--- src/rtl/vga_draw_arbiter.sv ---
// vga_draw_arbiter: round-robin scheduler sharing one VGA plot port among N drawing engines
// Ports:
//   clk, rst_n             clock and asynchronous active-low reset
//   req[N]                 per-client draw request (pulse or level), latched into pending
//   ack[N]                 1-cycle pulse when that client's job completes
//   err                    1-cycle pulse when the granted engine fails to raise done in time
//   busy                   high whenever a job is in progress (RUN or DRAIN)
//   eng_start[N]           one-hot start to the granted engine, held until its done rises
//   eng_done[N]            done from each engine
//   eng_x/y/colour/plot    packed per-engine pixel streams (client i at slice i)
//   vga_x/y/colour/plot    pixel stream of the granted engine, zero when no engine is running
module vga_draw_arbiter #(
    parameter int N       = 3,
    parameter int TIMEOUT = 32768,
    parameter int TW      = 16
) (
    input  logic           clk,
    input  logic           rst_n,
    input  logic [N-1:0]   req,
    output logic [N-1:0]   ack,
    output logic           err,
    output logic           busy,
    output logic [N-1:0]   eng_start,
    input  logic [N-1:0]   eng_done,
    input  logic [8*N-1:0] eng_x,
    input  logic [7*N-1:0] eng_y,
    input  logic [3*N-1:0] eng_colour,
    input  logic [N-1:0]   eng_plot,
    output logic [7:0]     vga_x,
    output logic [6:0]     vga_y,
    output logic [2:0]     vga_colour,
    output logic           vga_plot
);
    localparam int SW = (N > 1) ? $clog2(N) : 1;
    typedef enum logic [1:0] {IDLE, RUN, DRAIN} state_t;
    state_t state, state_n;
    logic [N-1:0]  pending;
    logic [SW-1:0] last, sel, pick, idx;
    logic [TW-1:0] cnt;
    logic          found, grant, ack_n, err_n, run;
    // Search starts just after the last served client so every requester gets a turn.
    always_comb begin
        pick  = last;
        idx   = '0;
        found = 1'b0;
        for (int k = 1; k <= N; k++) begin
            idx = SW'((int'(last) + k) % N);
            if (!found && pending[idx]) begin
                pick  = idx;
                found = 1'b1;
            end
        end
    end
    always_comb begin
        state_n = state;
        grant   = 1'b0;
        ack_n   = 1'b0;
        err_n   = 1'b0;
        case (state)
            IDLE: begin
                if (|pending) begin
                    state_n = RUN;
                    grant   = 1'b1;
                end
            end
            RUN: begin
                if (eng_done[sel]) begin
                    state_n = DRAIN;
                end else if (cnt == TW'(TIMEOUT - 1)) begin
                    state_n = DRAIN;
                    err_n   = 1'b1;
                end
            end
            DRAIN: begin
                // Completion waits for the engine to drop done, even after a timeout.
                if (!eng_done[sel]) begin
                    state_n = IDLE;
                    ack_n   = 1'b1;
                end
            end
            default: state_n = IDLE;
        endcase
    end
    always_ff @(posedge clk or negedge rst_n) begin
        if (!rst_n) begin
            state   <= IDLE;
            pending <= '0;
            last    <= SW'(N - 1);
            sel     <= '0;
            cnt     <= '0;
            ack     <= '0;
            err     <= 1'b0;
        end else begin
            state   <= state_n;
            // A request landing on the grant edge re-arms the bit so the job runs again later.
            pending <= (pending & ~(grant ? N'(1) << pick : '0)) | req;
            sel     <= grant ? pick : sel;
            last    <= ack_n ? sel : last;
            cnt     <= grant ? '0 : (state == RUN ? cnt + 1'b1 : cnt);
            ack     <= ack_n ? N'(1) << sel : '0;
            err     <= err_n;
        end
    end
    assign run        = (state == RUN);
    assign busy       = (state != IDLE);
    assign eng_start  = run ? N'(1) << sel : '0;
    assign vga_x      = run ? 8'(eng_x >> (8 * sel)) : 8'd0;
    assign vga_y      = run ? 7'(eng_y >> (7 * sel)) : 7'd0;
    assign vga_colour = run ? 3'(eng_colour >> (3 * sel)) : 3'd0;
    assign vga_plot   = run & eng_plot[sel];
endmodule
--- config.mk ---
export PLATFORM = sky130hd
export DESIGN_NAME = vga_draw_arbiter
export DESIGN_NICKNAME = d
export VERILOG_FILES = /design/src/rtl/vga_draw_arbiter.sv
export SDC_FILE = /design/constraint.sdc
export NUM_CORES = 1
export LEC_CHECK = 0
export BUFFER_PORTS_ARGS = -buffer_cell sky130_fd_sc_hd__buf_2
export CAP_MARGIN = 20
export CELL_PAD_IN_SITES_DETAIL_PLACEMENT = 2
export CELL_PAD_IN_SITES_GLOBAL_PLACEMENT = 2
export CORE_MARGIN = 1
export CORE_UTILIZATION = 26
export CTS_CLUSTER_DIAMETER = 100
export DETAILED_ROUTE_END_ITERATION = 10
export GPL_ROUTABILITY_DRIVEN = 0
export PLACE_DENSITY_LB_ADDON = 0.12
export SLEW_MARGIN = 20
export SYNTH_ARGS = -nofsm -noshare
export SYNTH_HDL_FRONTEND = slang
export SYNTH_SLANG_ARGS = --single-unit
--- constraint.sdc ---
create_clock -name clk -period 2.4 [get_ports clk]
set_input_delay 0.36 -clock clk [delete_from_list [all_inputs] [get_ports clk]]
set_output_delay 0.36 -clock clk [all_outputs]
set_load 0.1 [all_outputs]
# == Word-level counts from Yosys, hierarchy flattened ==
# Index checks and enable logic that the tools add are counted.
# totals
register_bits,29
inputBits,65
output_inout_bits,27
elab_cells,79
# op_classes
addsub,4
n_mul,2
div,3
magnitude_cmp,4
n_eq_ne,6
n_shift,5
n_mux,35
bitwise_logic,4
n_reduce_logical,9
# op_table
op,count
remainder unit 32 x 3 -> 32 bit (second input constant),3
two-way mux 16 bit,2
right shift 24 x 5 -> 8 bit,1
right shift 21 x 5 -> 7 bit,1
adder 16 x 1 -> 16 bit (second input constant),1
== test 16 x 15 -> 1 bit (second input constant),1
two-way mux 1 bit,14
two-way mux 2 bit,7
less-than comparator 2 x 3 -> 1 bit (second input constant),4
two-way mux 3 bit,4
binary-select mux 1 bit (select 2 bit),5
right shift 9 x 4 -> 3 bit,1
two-way mux 8 bit,1
two-way mux 7 bit,1
adder 2 x 2 -> 3 bit (second input constant),2
one-hot mux 2 bit (3 select lines),1
left shift 1 x 2 -> 3 bit (first input constant),2
multiplier 3 x 2 -> 5 bit (first input constant),1
multiplier 2 x 2 -> 4 bit (first input constant),1
!= test 2 bit (second input constant),2
nonzero test 2 bit,2
adder 2 x 1 -> 3 bit (second input constant),1
AND 3 bit,1
!= test 3 x 1 -> 1 bit (second input constant),1
10 further kinds,12

# == Logic depth before layout (Yosys ltp) ==
# Gate-level depths: netlist of the first run.
# logic_depth
word_depth,16
depth_mapped,8
mapped_depth_nobuf,7

# == Worst setup path after synthesis of the first run ==
# No wires, ideal clock.
# synth_timing
path_kind,register to output
from,register sel[1]
to,output eng_start[0]
arrival_time_ps,2866
path_slack_ps,-826
path_stages_with_launch,4
n_path_buf,2
path_cell_list,dfrtp_1 > buf_2 > buf_1 > nor3_1
# synth_via
elab_chain_len,2
# synth_lines
element,line_no,rtl
from (decl),38,"logic [SW-1:0] last, sel, pick, idx;"
from (signal assigned),97,sel <= grant ? pick : sel;
left shift 1 x 2 -> 3 bit,106,assign eng_start = run ? N'(1) << sel : '0;
two-way mux 3 bit,106,
to (decl),23,"output logic [N-1:0] eng_start,"
# Every way passes these cells.

# == Worst setup path in the final report of the first run ==
# layout_timing
from,register sel[1]
to,output vga_x[2]
# layout_via
elab_chain_len,2
# layout_lines
element,line_no,rtl
right shift 24 x 5 -> 8 bit,107,assign vga_x = run ? 8'(eng_x >> (8 * sel)) : 8'd0;
two-way mux 8 bit,107,
to (decl),29,"output logic [7:0] vga_x,"
# Every way passes these cells.

==> results of run 1 <==
## layout by cell type (no fill, tap or decap), drive strengths merged, types with 2 or more instances in the layout
cell type,Yosys,final
mux2,2,2
nor2,50,50
buf,10,100
nor3,5,5
o21ai,14,14
and2,2,2
nand2b,4,4
nand2,17,17
or2,4,4
a31oi,5,5
inv,8,8
o31ai,2,2
nand4,3,3
o41ai,2,2
nor4,3,3
nor2b,3,3
mux2i,28,28
clkbuf,10,7
and3,5,5
dfrtp,28,28
a21oi,25,25
ha,3,3
nand3,12,12
## kinds of logic after synthesis
group           count (synthesis)
flops                          29
mux                            30
fa+ha+maj                       4
buf+inv                        28
simple gates                  115
compound gates                 56
## area by class of cell
class	count	area (um2)
fill	906	4620
multi-input combinational	205	1300
clock buffer	7	96.3
inverter	8	30.0
sequential	29	727
clock inverter	1	5.00
timing repair buffer	100	863
tap	102	128
## worst max-delay path, stage by stage (launching register included)
cell     delay (ns)
dfrtp_1        0.69
buf_12         0.21
mux2i_1        0.23
nor2_1         0.06
a21oi_1        0.15
nor2_2         0.07
buf_12         0.17
## metrics by stage
| stage | utilization [%] | hold slack (ns) | std cells | worst slack, ns |
|---|---|---|---|---|
| after floorplan | - | 0.0644 | 262 | 0.0366 |
| after global placement | 39.3 | 0.432 | 444 | 0.370 |
| after detailed placement | 39.3 | 0.438 | 444 | 0.353 |
| after CTS | 40.6 | 0.132 | 452 | 0.142 |
| after global routing | 40.6 | 0.162 | 452 | 0.0508 |
| final | 40.6 | 0.114 | 452 | 0.169 |
## flip-flops by register name, indices dropped and copies added (netlist names)
name	flops
cnt	16
pending	3
sel	2
last	2
ack	3
err	1
state	2
## path summary, 6_finish.rpt
check / startpoint / to / slack, ns / cells past startpoint
max in group asynchronous: rst_n / cnt[1] / 1.85 / 1
min in group clk: req[0] / pending[0] / 0.28 / 3
hold reg to reg: cnt[15] / cnt[15] / 0.49 / 1
setup reg to reg: last[1] / pending[0] / 0.37 / 7
setup / recovery: sel[1] / vga_x[2] / 0.17 / 6
hold / removal: rst_n / pending[0] / 0.11 / 1
## per-layer routing
| layer | up-vias | part of all wire [%] | global-route usage, % |
|---|---|---|---|
| li1 | 1091 | - | - |
| met1 | 1072 | 45 | 23.6 |
| met2 | 79 | 44 | 28.4 |
| met3 | 7 | 9.3 | 7.05 |
| met4 | 0 | 1.2 | 5.08 |
| met5 | - | 0 | 0 |
## where the power goes
part | total [uW] | switching [uW] | internal (uW)
combinational | 3860 | 2510 | 1340
clock | 446 | 187 | 259
sequential | 759 | 167 | 592
==> impl_metrics.ini, run 1 <==
[synthesis]
syn_area_per_cell_um2 = 7.99
yosysTopAreaCell = dfrtp_1
synth_compound_area_share_pct = 16.6
ys_seq_area_share_pct = 34.7
syn_nets = 330
syn_area_um2 = 2090
synth.most_common_cell = nor2_1
synthTopCellsByArea = dfrtp_1, mux2i_1, nor2_1, a21oi_1, o21ai_0
yosys.area_share.simple_pct = 26.2
synth_edf_count = 0
synth_cell_types = 46
synth_warnings = 0
synth_xor_area_share_pct = 0
yosys-top-cells-count = nor2_1, dfrtp_1, mux2i_1, a21oi_1, nand2_1
synthMuxAreaShare_pct = 14.5
syn_inst = 262
synth-seq-cells = 29
synth_fa_ha_area_share_pct = 2.27
synth_ff_type = dfrtp_1
yosys.area.top_type_share_pct = 33.5
synth_async_sr_flop_share_pct = 100
synth_top_family_by_area = simple AND/OR/NAND/NOR gates

[clock_network]
cts_tree = yes
cts-root-buf = clkbuf_8
clock_path_buffers = 2
cts_buffers = 5
cts.clk_slew.worst_paths_ns = 0.06
post-cts-setup-buffers = 0
clk-insertion-delay-late_ns = 0.28
cts.sinks = 29
cts-resized-gates = 0
ctsHoldBuffers = 0
cts_max_level = 2

[critical_path]
cp-end-kind = output port
cp_max_fo = 10
startpoint_type = register
arrival_ns = 1.87
crit_type = register to output port
crit_required_ns = 2.04

[flow_run]
cap_violations = 0

[place]
postPlaceCellArea_um2 = 3050
portBuffers = 91
place_hpwl_mm = 5.73

[route]
num_vias = 2249
route.detailed.drc = 0
wire_per_inst_um = 15.9
ant_nets = 0
dr.pass1.iters = 4
vias_per_cell = 4.98
drt-total-wl_mm = 7.19
drtIter0Drc = 12

[floorplan]
start_util_pct = 26.9
core_area_um2 = 7770
fp.dieH_um = 91.7
io_pins = 92
num_rows = 32
dieWidth_um = 91.7
die_area_um2 = 8410

[grt]
grt_pass1_wl_mm = 12.3
grt_pass1_vias = 2523
overflow = 0
antenna_found_initial = 0
grt_max_degree = 30
grt_usage_pct = 18.3

[power]
irDropWorstVdd_uv = 1060
leakagePower_uw = 0.00150
power_uw = 5060
power.density_nw_per_um2 = 1610

[sta]
fin_crit_sh_pct = 93.0
slew_headroom_pct = 52.9
rsz0062_at_grt = no
clock.fmax_ghz = 0.448
setup_viol = 0
worst_pin_slew_ns = 0.697
finClkSkew_ns = 0.00367
slew_viol_final = 0
fin_setup_tns_ns = 0
final_period_minus_worst_setup_slack_ns = 2.23
hold_viol_final = 0

[cells_and_area]
finalInstanceArea_um2 = 3150
diodes = 0
drive_above_1_share_pct = 39.7
synthToLayoutAreaGrowth_pct = 50.6
nNetsFinal = 417

[run_status]
status = completed

[hold_path]
hold_path_class = input pin to asynchronous set/reset pin
(Power assumes the default switching activity.)
==> run 2, diff against run 1 <==
CORE_UTILIZATION = 28   (was 26)
SLEW_MARGIN = 40   (was 20)
clock period = 2.7 ns   (was 2.4 ns; I/O delays follow)
==> run 2 against run 1 <==
Effect of this change:
- global-route usage grew 1.5 points
- first-iteration DRC count grew to 3.7 times the previous value
- power shrank 13%
- sequential share of layout area grew 0.45 points
- final cell count shrank 1.1%
- flip-flop and latch count is the same
- hold slack gained 0.043 ns
- clock skew grew 0.0023 ns
- critical path depth is the same
- register-to-register slack gained 0.18 ns
- utilization grew 2.0 points
- via count grew 0.67%
==> impl_metrics.ini, run 2 (synthesis gave the netlist of run 1 again) <==
[grt]
grt_pass1_vias = 2524
antenna_found_initial = 0
grt_usage_pct = 19.8
overflow = 0
grt_max_degree = 30
grt_pass1_wl_mm = 12.0

[floorplan]
fp.dieH_um = 88.5
io_pins = 92
core_area_um2 = 7250
start_util_pct = 28.9
dieWidth_um = 88.5
die_area_um2 = 7830
num_rows = 31

[route]
ant_nets = 0
vias_per_cell = 5.06
drtIter0Drc = 44
wire_per_inst_um = 16.1
num_vias = 2264
route.detailed.drc = 0
drt-total-wl_mm = 7.21
dr.pass1.iters = 4

[clock_network]
ctsHoldBuffers = 0
cts_max_level = 2
cts_buffers = 5
clock_path_buffers = 2
cts.clk_slew.worst_paths_ns = 0.06
cts_tree = yes
cts-resized-gates = 0
cts-root-buf = clkbuf_8
post-cts-setup-buffers = 0
clk-insertion-delay-late_ns = 0.28
cts.sinks = 29

[cells_and_area]
top_register = cnt
instances_no_fill = 447
final_cell_mix = buf_2, nor2_1, mux2i_1, dfrtp_1, a21oi_1
final_common_cell = buf_2
nNetsFinal = 415
largest_reg_flops = 16
finalInstanceArea_um2 = 3090
synthToLayoutAreaGrowth_pct = 47.7
diodes = 0
final_core_util_pct = 42.6
drive_above_1_share_pct = 38.5
reg_top3 = cnt (16), ack (3), pending (3)
fillers = 835

[sta]
hold_viol_final = 0
rsz0062_at_grt = no
final_period_minus_worst_setup_slack_ns = 2.29
finClkSkew_ns = 0.00596
fin_crit_sh_pct = 84.8
hold_slack_ns = 0.157
clock.fmax_ghz = 0.437
slew_viol_final = 0
worst_pin_slew_ns = 0.692
setup_viol = 0
slew_headroom_pct = 53.3

[critical_path]
cp-end-kind = output port
cp_cell_sequence = buf_4 > mux2i_1 > nor2_1 > a21oi_1 > nor2_2 > buf_12
worstReg2RegStart = last[1]
rrSetupSlack_ns = 0.55
worstSetupStartpoint = sel[1]
timing.rr.end = pending[1]
startpoint_type = register
cp_slowest_cell = dfrtp_1
arrival_ns = 1.88
cp_max_fo = 12
critPathMaxStageDelay_ns = 0.67
crit_end = vga_x[0]
crit_required_ns = 2.30
reg2reg_depth = 7
crit_type = register to output port

[power]
leakagePower_uw = 0.00147
power.density_nw_per_um2 = 1430
irDropWorstVdd_uv = 889
p_comb_share_pct = 76.5
p_seq_share_pct = 15.2
clkPwrFrac_pct = 8.3
p_int_uw = 1880
sw_frac_of_total_pct = 57.4
p_switching_uw = 2530

[hold_path]
hold_path_class = input pin to asynchronous set/reset pin

[flow_run]
cap_violations = 0

[place]
portBuffers = 91
placed_cells = 439
postPlaceCellArea_um2 = 3000
place_hpwl_mm = 5.72

[run_status]
status = completed
[run 2: cell types whose count changed in the layout (fill, tap and decap cells not counted)]
| cell | previous run | this run |
|---|---|---|
| nor2_1 | 30 | 31 |
| buf_4 | 7 | 6 |
| clkbuf_8 | 7 | 6 |
| buf_2 | 70 | 71 |
| clkinv_2 | 1 | 0 |
| buf_12 | 23 | 21 |
| nor2_2 | 20 | 19 |
| clkbuf_1 | 0 | 2 |
[run 2: through the flow]
stage,setup TNS [ns],worst slack (ns),power (uW)
final,0,0.412,4420
after global routing,0,0.297,4660
after CTS,0,0.368,4480
after detailed placement,0,0.555,4090
after global placement,0,0.625,4020
after floorplan,-0.0907,-0.0907,3020
[run 2: how the worst min path moves through the flow]
stage                       endpoint  depth (start not counted)  startpoint  slack (ns)
after detailed placement     cnt[15]                          1     cnt[15]        0.47
after global placement       cnt[15]                          1     cnt[15]        0.47
after floorplan               ack[0]                          0       rst_n        0.11
after CTS                    cnt[13]                          1       rst_n        0.17
final                     pending[1]                          1       rst_n        0.16
after global routing         cnt[13]                          1       rst_n        0.20
[run 2: layout make-up]
| cell class | count | area [um2] | area share, % |
|---|---|---|---|
| clock buffers | 8 | 90.1 | 2.91 |
| inverters | 8 | 30.0 | 0.971 |
| multi-input cells | 205 | 1300 | 42.0 |
| flip-flops and latches | 29 | 727 | 23.5 |
| well taps | 99 | 124 | 4.01 |
| repair buffers | 98 | 821 | 26.5 |
[run 2: worst max-delay path, delay by kind of cell, from the launching register on]
family / cells / cell delay (ns)
AND/OR/NAND/NOR: 2 / 0.13
AO/OA/AOI/OAI: 1 / 0.16
flip-flops: 1 / 0.67
multiplexers: 1 / 0.19
buffers and inverters: 2 / 0.45
[run 2: power by group through the flow]
stage | combinational (uW) | clock [uW] | sequential [uW]
3_3_place_gp | 3360 | 0 | 668
2_1_floorplan | 2410 | 0 | 609
6_report | 3380 | 368 | 670
4_1_cts | 3420 | 380 | 673
5_1_grt | 3570 | 403 | 690
3_5_place_dp | 3410 | 0 | 681
[run 2: layer usage]
layer	global-route usage, %	up-vias	wire (um)
met5	0	-	0
met4	5.72	0	109
met3	8.86	9	742
met2	33.6	77	3330
met1	22.5	1089	3020
li1	-	1089	-
==> run 3, diff against run 2 <==
CORE_UTILIZATION = 23   (was 28)
clock period = 1.9 ns   (was 2.7 ns; I/O delays follow)
==> run 3 against run 2 <==
Effect of this change:
- the run now ends with negative setup slack left
- wire length grew 11%
- power grew 63%
- sequential share of layout area shrank 2.8 points
- sequential power grew 36%
- non-clock buffer count grew 18
- die area grew 21%
- flip-flop and latch count is the same
- combinational power grew 71%
- critical path depth grew 1
- global-route usage shrank 2.3 points
- clock skew is essentially flat
- via count grew 5.7%
- largest power group unchanged
==> impl_metrics.ini, run 3 (synthesis gave the netlist of run 1 again) <==
[clock_network]
clock_path_buffers = 2
cts_tree = yes
cts_buffers = 5
ctsHoldBuffers = 0
cts_max_level = 2
cts.sinks = 29
cts-root-buf = clkbuf_8
cts.clk_slew.worst_paths_ns = 0.07
clk-insertion-delay-late_ns = 0.28

[sta]
worst_slack_ns = -0.0288
worst_pin_slew_ns = 0.703
rsz0062_at_grt = yes
hold_viol_final = 0
slew_headroom_pct = 53.1
finClkSkew_ns = 0.00592
clock.fmax_ghz = 0.518
slew_viol_final = 0
setup_viol = 2
hold_slack_ns = 0.0467
final_period_minus_worst_setup_slack_ns = 1.93
fin_crit_sh_pct = 102

[floorplan]
dieWidth_um = 97.4
start_util_pct = 23.9
num_rows = 34
die_area_um2 = 9490
core_area_um2 = 8760
io_pins = 92
fp.dieH_um = 97.4

[cells_and_area]
final_common_cell = buf_2
drive_above_1_share_pct = 49.7
fillers = 1006
finalInstanceArea_um2 = 3520
top_register = cnt
final_cell_mix = buf_2, nor2_1, mux2i_1, dfrtp_1, buf_12
instances_no_fill = 474
synthToLayoutAreaGrowth_pct = 68.0
nNetsFinal = 433
largest_reg_flops = 16
diodes = 0
reg_top3 = cnt (16), ack (3), pending (3)

[place]
place_hpwl_mm = 6.31
placed_cells = 463
portBuffers = 91
postPlaceCellArea_um2 = 3260
place_ws_ns = -0.0873

[critical_path]
startpoint_type = register
path_buf_inv = 1
arrival_ns = 2.09
cp_top_family = simple AND/OR/NAND/NOR gates
cp_cell_sequence = inv_2 > ha_4 > nor4bb_4 > a31oi_1 > or4_4 > o31ai_4 > o221ai_2
critPathMaxStageDelay_ns = 0.58
cp_slowest_cell = dfstp_2
cp-end-kind = register
crit_type = register to register
crit_required_ns = 2.06
cp_max_fo = 4

[route]
drt-total-wl_mm = 7.99
num_vias = 2392
wire_per_inst_um = 16.9
vias_per_cell = 5.05
route.detailed.drc = 0
drtIter0Drc = 28
dr.pass1.iters = 4
ant_nets = 0

[grt]
antenna_found_initial = 0
grt_pass1_vias = 2704
grt_usage_pct = 17.6
overflow = 0
grt_max_degree = 30
grt_pass1_wl_mm = 13.3

[flow_run]
cap_violations = 0

[run_status]
status = complete, but fails checks
violations = negative setup slack

[power]
irDropWorstVdd_uv = 1300
power.density_nw_per_um2 = 2040
leakagePower_uw = 0.00160

[hold_path]
hold_path_class = input pin to asynchronous set/reset pin
## run 3: cell count changes in the layout (fill, tap and decap cells not counted), sizes merged
cell | previous run | this run
buf | 98 | 116
clkbuf | 8 | 6
clkinv | 0 | 2
## run 3: cell type report
type	instances	area (um2)	area share (%)
Sequential cell	29	728	20.7
Clock inverter	2	10.0	0.285
Tap cell	108	135	3.84
Clock buffer	6	72.6	2.06
Inverter	8	30.0	0.854
Timing Repair Buffer	116	1030	29.3
Multi-Input combinational cell	205	1510	42.9
## run 3: timing repair
| item | 4_1_cts | 5_1_grt |
|---|---|---|
| buffers inserted | 2 | 1 |
| setup endpoints to repair | 26 | 28 |
| resized for setup | 21 | 16 |
| cloned | 0 | 0 |
| pin swaps | 2 | 0 |
## run 3: worst paths after layout
kind                              end  slack (ns)     from  cells after the start
hold / removal                cnt[12]        0.05    rst_n                      1
setup reg to reg           pending[0]       -0.03  last[1]                      7
max in group asynchronous      sel[1]        1.36    rst_n                      1
hold reg to reg               cnt[15]        0.48  cnt[15]                      1
min in group clk           pending[0]        0.23   req[0]                      3
setup / recovery           pending[0]       -0.03  last[1]                      7
## run 3: per-stage QoR
stage	setup TNS (ns)	utilization, %	power (uW)
2_1_floorplan	-2.40	-	4490
3_3_place_gp	-0.0140	37.2	6310
3_5_place_dp	-0.302	37.2	6390
5_1_grt	-0.793	40.1	7590
6_report	-0.0534	40.1	7190
4_1_cts	-0.0128	39.2	7120
## run 3: power breakdown
part | leakage (uW) | internal [uW] | switching [uW]
Clock | 0.0000450 | 254 | 249
Sequential | 0.000376 | 752 | 162
Combinational | 0.00118 | 2200 | 3570
Total | 0.00160 | 3210 | 3980
## run 3: routing by layer
layer  part of all wire, %  routed length (um)  global-route usage (%)
met4                   1.1                  90                    4.64
met1                    40                3160                    19.6
met3                   5.2                 418                    4.60
met5                     0                   0                       0
met2                    54                4330                    32.7
